==> config.mk <==
export PLATFORM = sky130hd
export DESIGN_NAME = sar_adc_sequencer
export DESIGN_NICKNAME = d
export VERILOG_FILES = /design/src/rtl/sar_adc_pkg.sv /design/src/rtl/sar_ch_picker.sv /design/src/rtl/sar_adc_sequencer.sv
export SDC_FILE = /design/constraint.sdc
export NUM_CORES = 1
export LEC_CHECK = 0
export CAP_MARGIN = 20
export CORE_MARGIN = 4
export CORE_UTILIZATION = 30
export DETAILED_ROUTE_END_ITERATION = 8
export PLACE_DENSITY = 0.5
export SLEW_MARGIN = 10
export SYNTH_ARGS = -nofsm -noshare
export SYNTH_HDL_FRONTEND = slang
export SYNTH_SLANG_ARGS = --single-unit
==> constraint.sdc <==
create_clock -name clk -period 2.2 [get_ports clk]
set_input_delay 0.44 -clock clk [delete_from_list [all_inputs] [get_ports clk]]
set_output_delay 0.44 -clock clk [all_outputs]
set_load 0.05 [all_outputs]
==> src/rtl/sar_adc_pkg.sv <==
// Shared types and default sizes for the SAR ADC scan sequencer.
package sar_adc_pkg;

    localparam int SAR_NUM_CH = 4;
    localparam int SAR_CH_W   = 2;
    localparam int SAR_DATA_W = 10;

    // Scan controller states.
    typedef enum logic [2:0] {
        ST_IDLE,
        ST_SELECT,
        ST_SETTLE,
        ST_START,
        ST_CONVERT,
        ST_STORE,
        ST_DONE
    } sar_state_t;

    // One tagged conversion result.
    typedef struct packed {
        logic [SAR_CH_W-1:0]   ch;
        logic [SAR_DATA_W-1:0] data;
        logic                  err;
    } sar_result_t;

endpackage

==> src/rtl/sar_ch_picker.sv <==
// Lowest-set-bit finder over the pending channel mask.
module sar_ch_picker #(
    parameter int NUM_CH = 4,
    parameter int CH_W   = 2
) (
    input  logic [NUM_CH-1:0] mask,
    output logic [CH_W-1:0]   ch_idx,
    output logic              any_pending
);

    // Scan from the top down so the lowest set bit is the last one written.
    always_comb begin
        ch_idx      = '0;
        any_pending = 1'b0;
        for (int i = NUM_CH - 1; i >= 0; i--) begin
            if (mask[i]) begin
                ch_idx      = CH_W'(i);
                any_pending = 1'b1;
            end
        end
    end

endmodule

==> src/rtl/sar_adc_sequencer.sv <==
// Multi-channel scan controller: drives the analog mux and sample/hold,
// starts one SAR conversion per enabled channel in ascending order and
// returns each result tagged with its channel.
module sar_adc_sequencer
    import sar_adc_pkg::*;
#(
    parameter int NUM_CH         = SAR_NUM_CH,
    parameter int CH_W           = SAR_CH_W,
    parameter int DATA_W         = SAR_DATA_W,
    parameter int SETTLE_CYCLES  = 4,
    parameter int TIMEOUT_CYCLES = 64
) (
    input  logic              clk,
    input  logic              rst,
    input  logic              trig,
    input  logic              cont_mode,
    input  logic [NUM_CH-1:0] ch_enable,
    input  logic              sar_eoc,
    input  logic [DATA_W-1:0] sar_data,
    output logic [CH_W-1:0]   mux_sel,
    output logic              sample_hold,
    output logic              sar_start,
    output logic              busy,
    output logic              result_valid,
    output logic [CH_W-1:0]   result_ch,
    output logic [DATA_W-1:0] result_data,
    output logic              result_err,
    output logic              scan_done,
    output logic              overrun
);

    localparam int SET_W = $clog2(SETTLE_CYCLES + 1);
    localparam int TMO_W = $clog2(TIMEOUT_CYCLES + 1);

    sar_state_t        state_reg;
    logic              first_reg;       // next SELECT starts a new scan
    logic [NUM_CH-1:0] pending_reg;
    logic [SET_W-1:0]  settle_cnt_reg;
    logic [TMO_W-1:0]  tmo_cnt_reg;
    logic              eoc_prev_reg;
    sar_result_t       result_reg;
    logic [CH_W-1:0]   mux_sel_reg;
    logic              sample_hold_reg;
    logic              sar_start_reg;
    logic              busy_reg;
    logic              result_valid_reg;
    logic              scan_done_reg;
    logic              overrun_reg;

    logic [NUM_CH-1:0] mask_src;
    logic [CH_W-1:0]   pick_ch;
    logic              pick_any;
    logic              eoc_rise;
    logic              tmo_hit;

    // At the first SELECT of a scan the live enable mask is used (and latched);
    // afterwards only the latched pending copy counts.
    assign mask_src = first_reg ? ch_enable : pending_reg;
    assign eoc_rise = sar_eoc & ~eoc_prev_reg;
    assign tmo_hit  = (tmo_cnt_reg + TMO_W'(1)) == TMO_W'(TIMEOUT_CYCLES);

    sar_ch_picker #(
        .NUM_CH (NUM_CH),
        .CH_W   (CH_W)
    ) u_picker (
        .mask        (mask_src),
        .ch_idx      (pick_ch),
        .any_pending (pick_any)
    );

    // Scan state machine with registered outputs, counters and eoc edge detect.
    always_ff @(posedge clk or posedge rst) begin
        if (rst) begin
            state_reg        <= ST_IDLE;
            first_reg        <= 1'b0;
            pending_reg      <= '0;
            settle_cnt_reg   <= '0;
            tmo_cnt_reg      <= '0;
            eoc_prev_reg     <= 1'b0;
            result_reg       <= '0;
            mux_sel_reg      <= '0;
            sample_hold_reg  <= 1'b0;
            sar_start_reg    <= 1'b0;
            busy_reg         <= 1'b0;
            result_valid_reg <= 1'b0;
            scan_done_reg    <= 1'b0;
            overrun_reg      <= 1'b0;
        end else begin
            eoc_prev_reg     <= sar_eoc;
            sample_hold_reg  <= 1'b0;
            sar_start_reg    <= 1'b0;
            result_valid_reg <= 1'b0;
            scan_done_reg    <= 1'b0;

            if (trig && state_reg != ST_IDLE) begin
                overrun_reg <= 1'b1;
            end

            case (state_reg)
                ST_IDLE: begin
                    if (trig) begin
                        state_reg <= ST_SELECT;
                        first_reg <= 1'b1;
                        busy_reg  <= 1'b1;
                    end
                end
                ST_SELECT: begin
                    first_reg   <= 1'b0;
                    pending_reg <= mask_src;
                    if (pick_any) begin
                        mux_sel_reg     <= pick_ch;
                        settle_cnt_reg  <= '0;
                        sample_hold_reg <= 1'b1;
                        state_reg       <= ST_SETTLE;
                    end else begin
                        scan_done_reg <= 1'b1;
                        state_reg     <= ST_DONE;
                    end
                end
                ST_SETTLE: begin
                    if (settle_cnt_reg == SET_W'(SETTLE_CYCLES - 1)) begin
                        sar_start_reg <= 1'b1;
                        state_reg     <= ST_START;
                    end else begin
                        settle_cnt_reg  <= settle_cnt_reg + SET_W'(1);
                        sample_hold_reg <= 1'b1;
                    end
                end
                ST_START: begin
                    tmo_cnt_reg <= '0;
                    state_reg   <= ST_CONVERT;
                end
                ST_CONVERT: begin
                    // An edge in the timeout cycle still counts as a good result.
                    if (eoc_rise) begin
                        result_reg       <= '{ch: mux_sel_reg, data: sar_data, err: 1'b0};
                        result_valid_reg <= 1'b1;
                        state_reg        <= ST_STORE;
                    end else if (tmo_hit) begin
                        result_reg       <= '{ch: mux_sel_reg, data: '0, err: 1'b1};
                        result_valid_reg <= 1'b1;
                        state_reg        <= ST_STORE;
                    end else begin
                        tmo_cnt_reg <= tmo_cnt_reg + TMO_W'(1);
                    end
                end
                ST_STORE: begin
                    pending_reg[mux_sel_reg] <= 1'b0;
                    state_reg                <= ST_SELECT;
                end
                ST_DONE: begin
                    if (cont_mode) begin
                        first_reg <= 1'b1;
                        state_reg <= ST_SELECT;
                    end else begin
                        busy_reg  <= 1'b0;
                        state_reg <= ST_IDLE;
                    end
                end
                default: begin
                    busy_reg  <= 1'b0;
                    state_reg <= ST_IDLE;
                end
            endcase
        end
    end

    assign mux_sel      = mux_sel_reg;
    assign sample_hold  = sample_hold_reg;
    assign sar_start    = sar_start_reg;
    assign busy         = busy_reg;
    assign result_valid = result_valid_reg;
    assign result_ch    = result_reg.ch;
    assign result_data  = result_reg.data;
    assign result_err   = result_reg.err;
    assign scan_done    = scan_done_reg;
    assign overrun      = overrun_reg;

endmodule

==> impl_metrics.csv <==
group,metric,value,unit
setup_path,path_depth,1,
sta,period_minus_slack,2040,ps
route,avgRoutedWirePerCell,14.0,µm
grt,grt_pass1_vias,1568,
sta,slew_viol_final,0,
floorplan,initial_utilization,31.3,%
setup_path,critical_path.max_fanout,7,
sta,fmax,490,MHz
setup_path,slowest_delay,840,ps
setup_path,cp-end-kind,"primary output",
place,gp_congestion,0.799,
grt,grt_pass1_wl,7430,µm
sta,hold_viol_final,0,
power,p_per_area,1400,nW/µm²
route,via_per_inst,4.97,
route,drc_errors,0,
clocking,cts.sinks,40,
clocking,ctsHoldBuffers,0,
floorplan,dieArea,8070,µm²
setup_path,crit_type,"reg2out",
yosys,synth-edff-count,0,
yosys,synth-seq-cells,40,
setup_path,cp_num_buf_inv,1,
final_layout,drive_gt1_share,13.8,%
floorplan,rows,29,
run_status,status,"finished clean",
yosys,yosysTopAreaCellShare,49.8,%
yosys,netlist_area,2010,µm²
yosys,synth_warnings,0,
min_path,hp-class,"reg2reg",
setup_path,cp_slowest_cell,"clkdlybuf4s50_1",
setup_path,rr_endpoint,"result_ch[1]$_DFFE_PP0P_",
final_layout,fin_cells,309,
setup_path,critPathLaunchType,"register",
setup_path,worstPathCellList,"clkdlybuf4s50_1",
power,leakage,1.11,nW
place,io_buffer_count,39,
clocking,insertion_delay,300,ps
grt,antenna_found_initial,0,
route,wirelength,4320,µm
sta,fin_crit_sh,92.8,%
floorplan,ios,40,
clocking,cts_resized,0,
sta,setup_viol,0,
clocking,post_cts_buffers,0,
yosys,synth_top_flop_cell,"dfrtp_1",
final_layout,largest_reg_flops,10,
grt,grt-ovfl-total,0,
setup_path,ff2ff_path_depth,6,
flow_run,cap_violations,0,
setup_path,critPathCapture,"mux_sel[0]",
grt,grt_max_degree,41,
clocking,cts_max_path_buffers,2,
sta,fin_setup_tns,0,ps
sta,slew_headroom,66.2,%
route,vias,1536,
yosys,yosysTopAreaCell,"dfrtp_1",
final_layout,area_delta_synth_final,30.3,%
yosys,synth_cell_types,53,
yosys,synth_area_per_cell,10.8,µm²
place,dp_cells,301,
clocking,cts_buffers,5,
setup_path,crit-reg2reg-launch,"tmo_cnt_reg[1]$_DFFE_PP0P_",
yosys,yosysSeqAreaShare,49.8,%
route,ant_nets,0,
floorplan,fp.dieH,89.8,µm
setup_path,arrival,1600,ps
yosys,synth_nets,208,
route,dr.pass1.iters,4,
yosys,synth.area.top_cells,"dfrtp_1 (50%), a22o_1 (4.4%), o21ai_0 (2.7%), mux2i_1 (2.5%), nand2b_1 (2.2%)",
sta,clock_skew,4.74,ps
clocking,clk_pin_slew,80,ps
clocking,ctsHtreeMaxLevel,2,
setup_path,rrSetupSlack,270,ps
clocking,cts-root-buf,"clkbuf_8",
final_layout,nets,253,
route,drtIter0Drc,54,
yosys,synthCells,186,
floorplan,core,6420,µm²
setup_path,worst_ep_required_time,1760,ps
yosys,synth-async-reset-ratio,100,%
grt,grt_use_total,11.2,%
power,irDropWorstVdd,617,µV
clocking,cts_tree,"yes",
place,hpwl,3110,µm
sta,worst_pin_slew,505,ps
sta,rsz0062_at_grt,"false",
setup_path,cp_top_family,"buffers and inverters",
final_layout,antenna_cells,0,
setup_path,critPathLaunch,"mux_sel[0]$_DFFE_PP0P_",
floorplan,chipWidth,89.8,µm
final_layout,most-common-layout-cells,"dfrtp_1 (40), clkdlybuf4s50_1 (39), nor2_1 (11), o21ai_0 (11)",
final_layout,final_common_cell,"dfrtp_1",
## area by class of cell
| class | count | area [µm²] |
|---|---|---|
| Multi-Input combinational cell | 128 | 928 |
| Inverter | 10 | 37.5 |
| Tap cell | 77 | 96.3 |
| Clock inverter | 3 | 42.5 |
| Fill cell | 627 | 3800 |
| Clock buffer | 5 | 68.8 |
| Sequential cell | 40 | 1000 |
| Timing Repair Buffer | 46 | 443 |
## worst min-delay path by stage
stage | endpoint | cells past startpoint | startpoint
global route | settle_cnt_reg[0]$_DFFE_PP0P_ | 1 | settle_cnt_reg[0]$_DFFE_PP0P_
detailed placement | overrun$_DFFE_PP0P_ | 1 | overrun$_DFFE_PP0P_
floorplan | settle_cnt_reg[0]$_DFFE_PP0P_ | 1 | settle_cnt_reg[0]$_DFFE_PP0P_
CTS | settle_cnt_reg[0]$_DFFE_PP0P_ | 1 | settle_cnt_reg[0]$_DFFE_PP0P_
finish | overrun$_DFFE_PP0P_ | 1 | overrun$_DFFE_PP0P_
global placement | overrun$_DFFE_PP0P_ | 1 | overrun$_DFFE_PP0P_
## where the power goes
group	switching, W	internal [W]
logic	0.00106	0.000734
registers	0.000256	0.00100
clock network	0.000268	0.000336
## cells by family (layout without fill, tap and decap cells)
logic type / Yosys count / after routing / share of synthesized area (%)
compound gates: 56 / 56 / 21.2
xor+xnor: 2 / 2 / 0.872
fa+ha+maj: 3 / 3 / 1.87
buf+inv: 18 / 64 / 3.98
flops: 40 / 40 / 49.8
mux: 7 / 7 / 3.99
simple gates: 60 / 60 / 18.2
## per-layer routing
layer / wire, µm / global-route usage (%) / vias to the layer above
li1: - / - / 773
met1: 2090 / 14.3 / 723
met2: 1920 / 17.5 / 35
met3: 268 / 4.42 / 5
met4: 45 / 3.07 / 0
met5: 0 / 0 / -
## through the flow
| stage | area, µm² | utilization [%] | power (W) | setup slack (ps) | hold slack [ps] |
|---|---|---|---|---|---|
| floorplan | 2010 | - | 0.00251 | 488 | 446 |
| global placement | 2510 | 39.0 | 0.00309 | 239 | 459 |
| detailed placement | 2510 | 39.0 | 0.00308 | 203 | 461 |
| CTS | 2620 | 40.8 | 0.00371 | 141 | 481 |
| global route | 2620 | 40.8 | 0.00390 | 99.6 | 505 |
| finish | 2620 | 40.8 | 0.00366 | 159 | 472 |
## Yosys cell counts, drive strengths merged, types with 2 or more instances
library cell,number
dfrtp,40
o21ai,13
nand2,12
nor2,12
a22o,10
inv,10
nand2b,7
a21oi,6
buf,6
mux2i,5
nor3b,5
a32o,4
and3,4
nor2b,4
o31ai,4
ha,3
nor3,3
nor4,3
o211ai,3
and2,2
clkbuf,2
mux2,2
nand3,2
nand3b,2
o2111ai,2
o22ai,2
xnor2,2
Power figures use the tool's default switching activity.
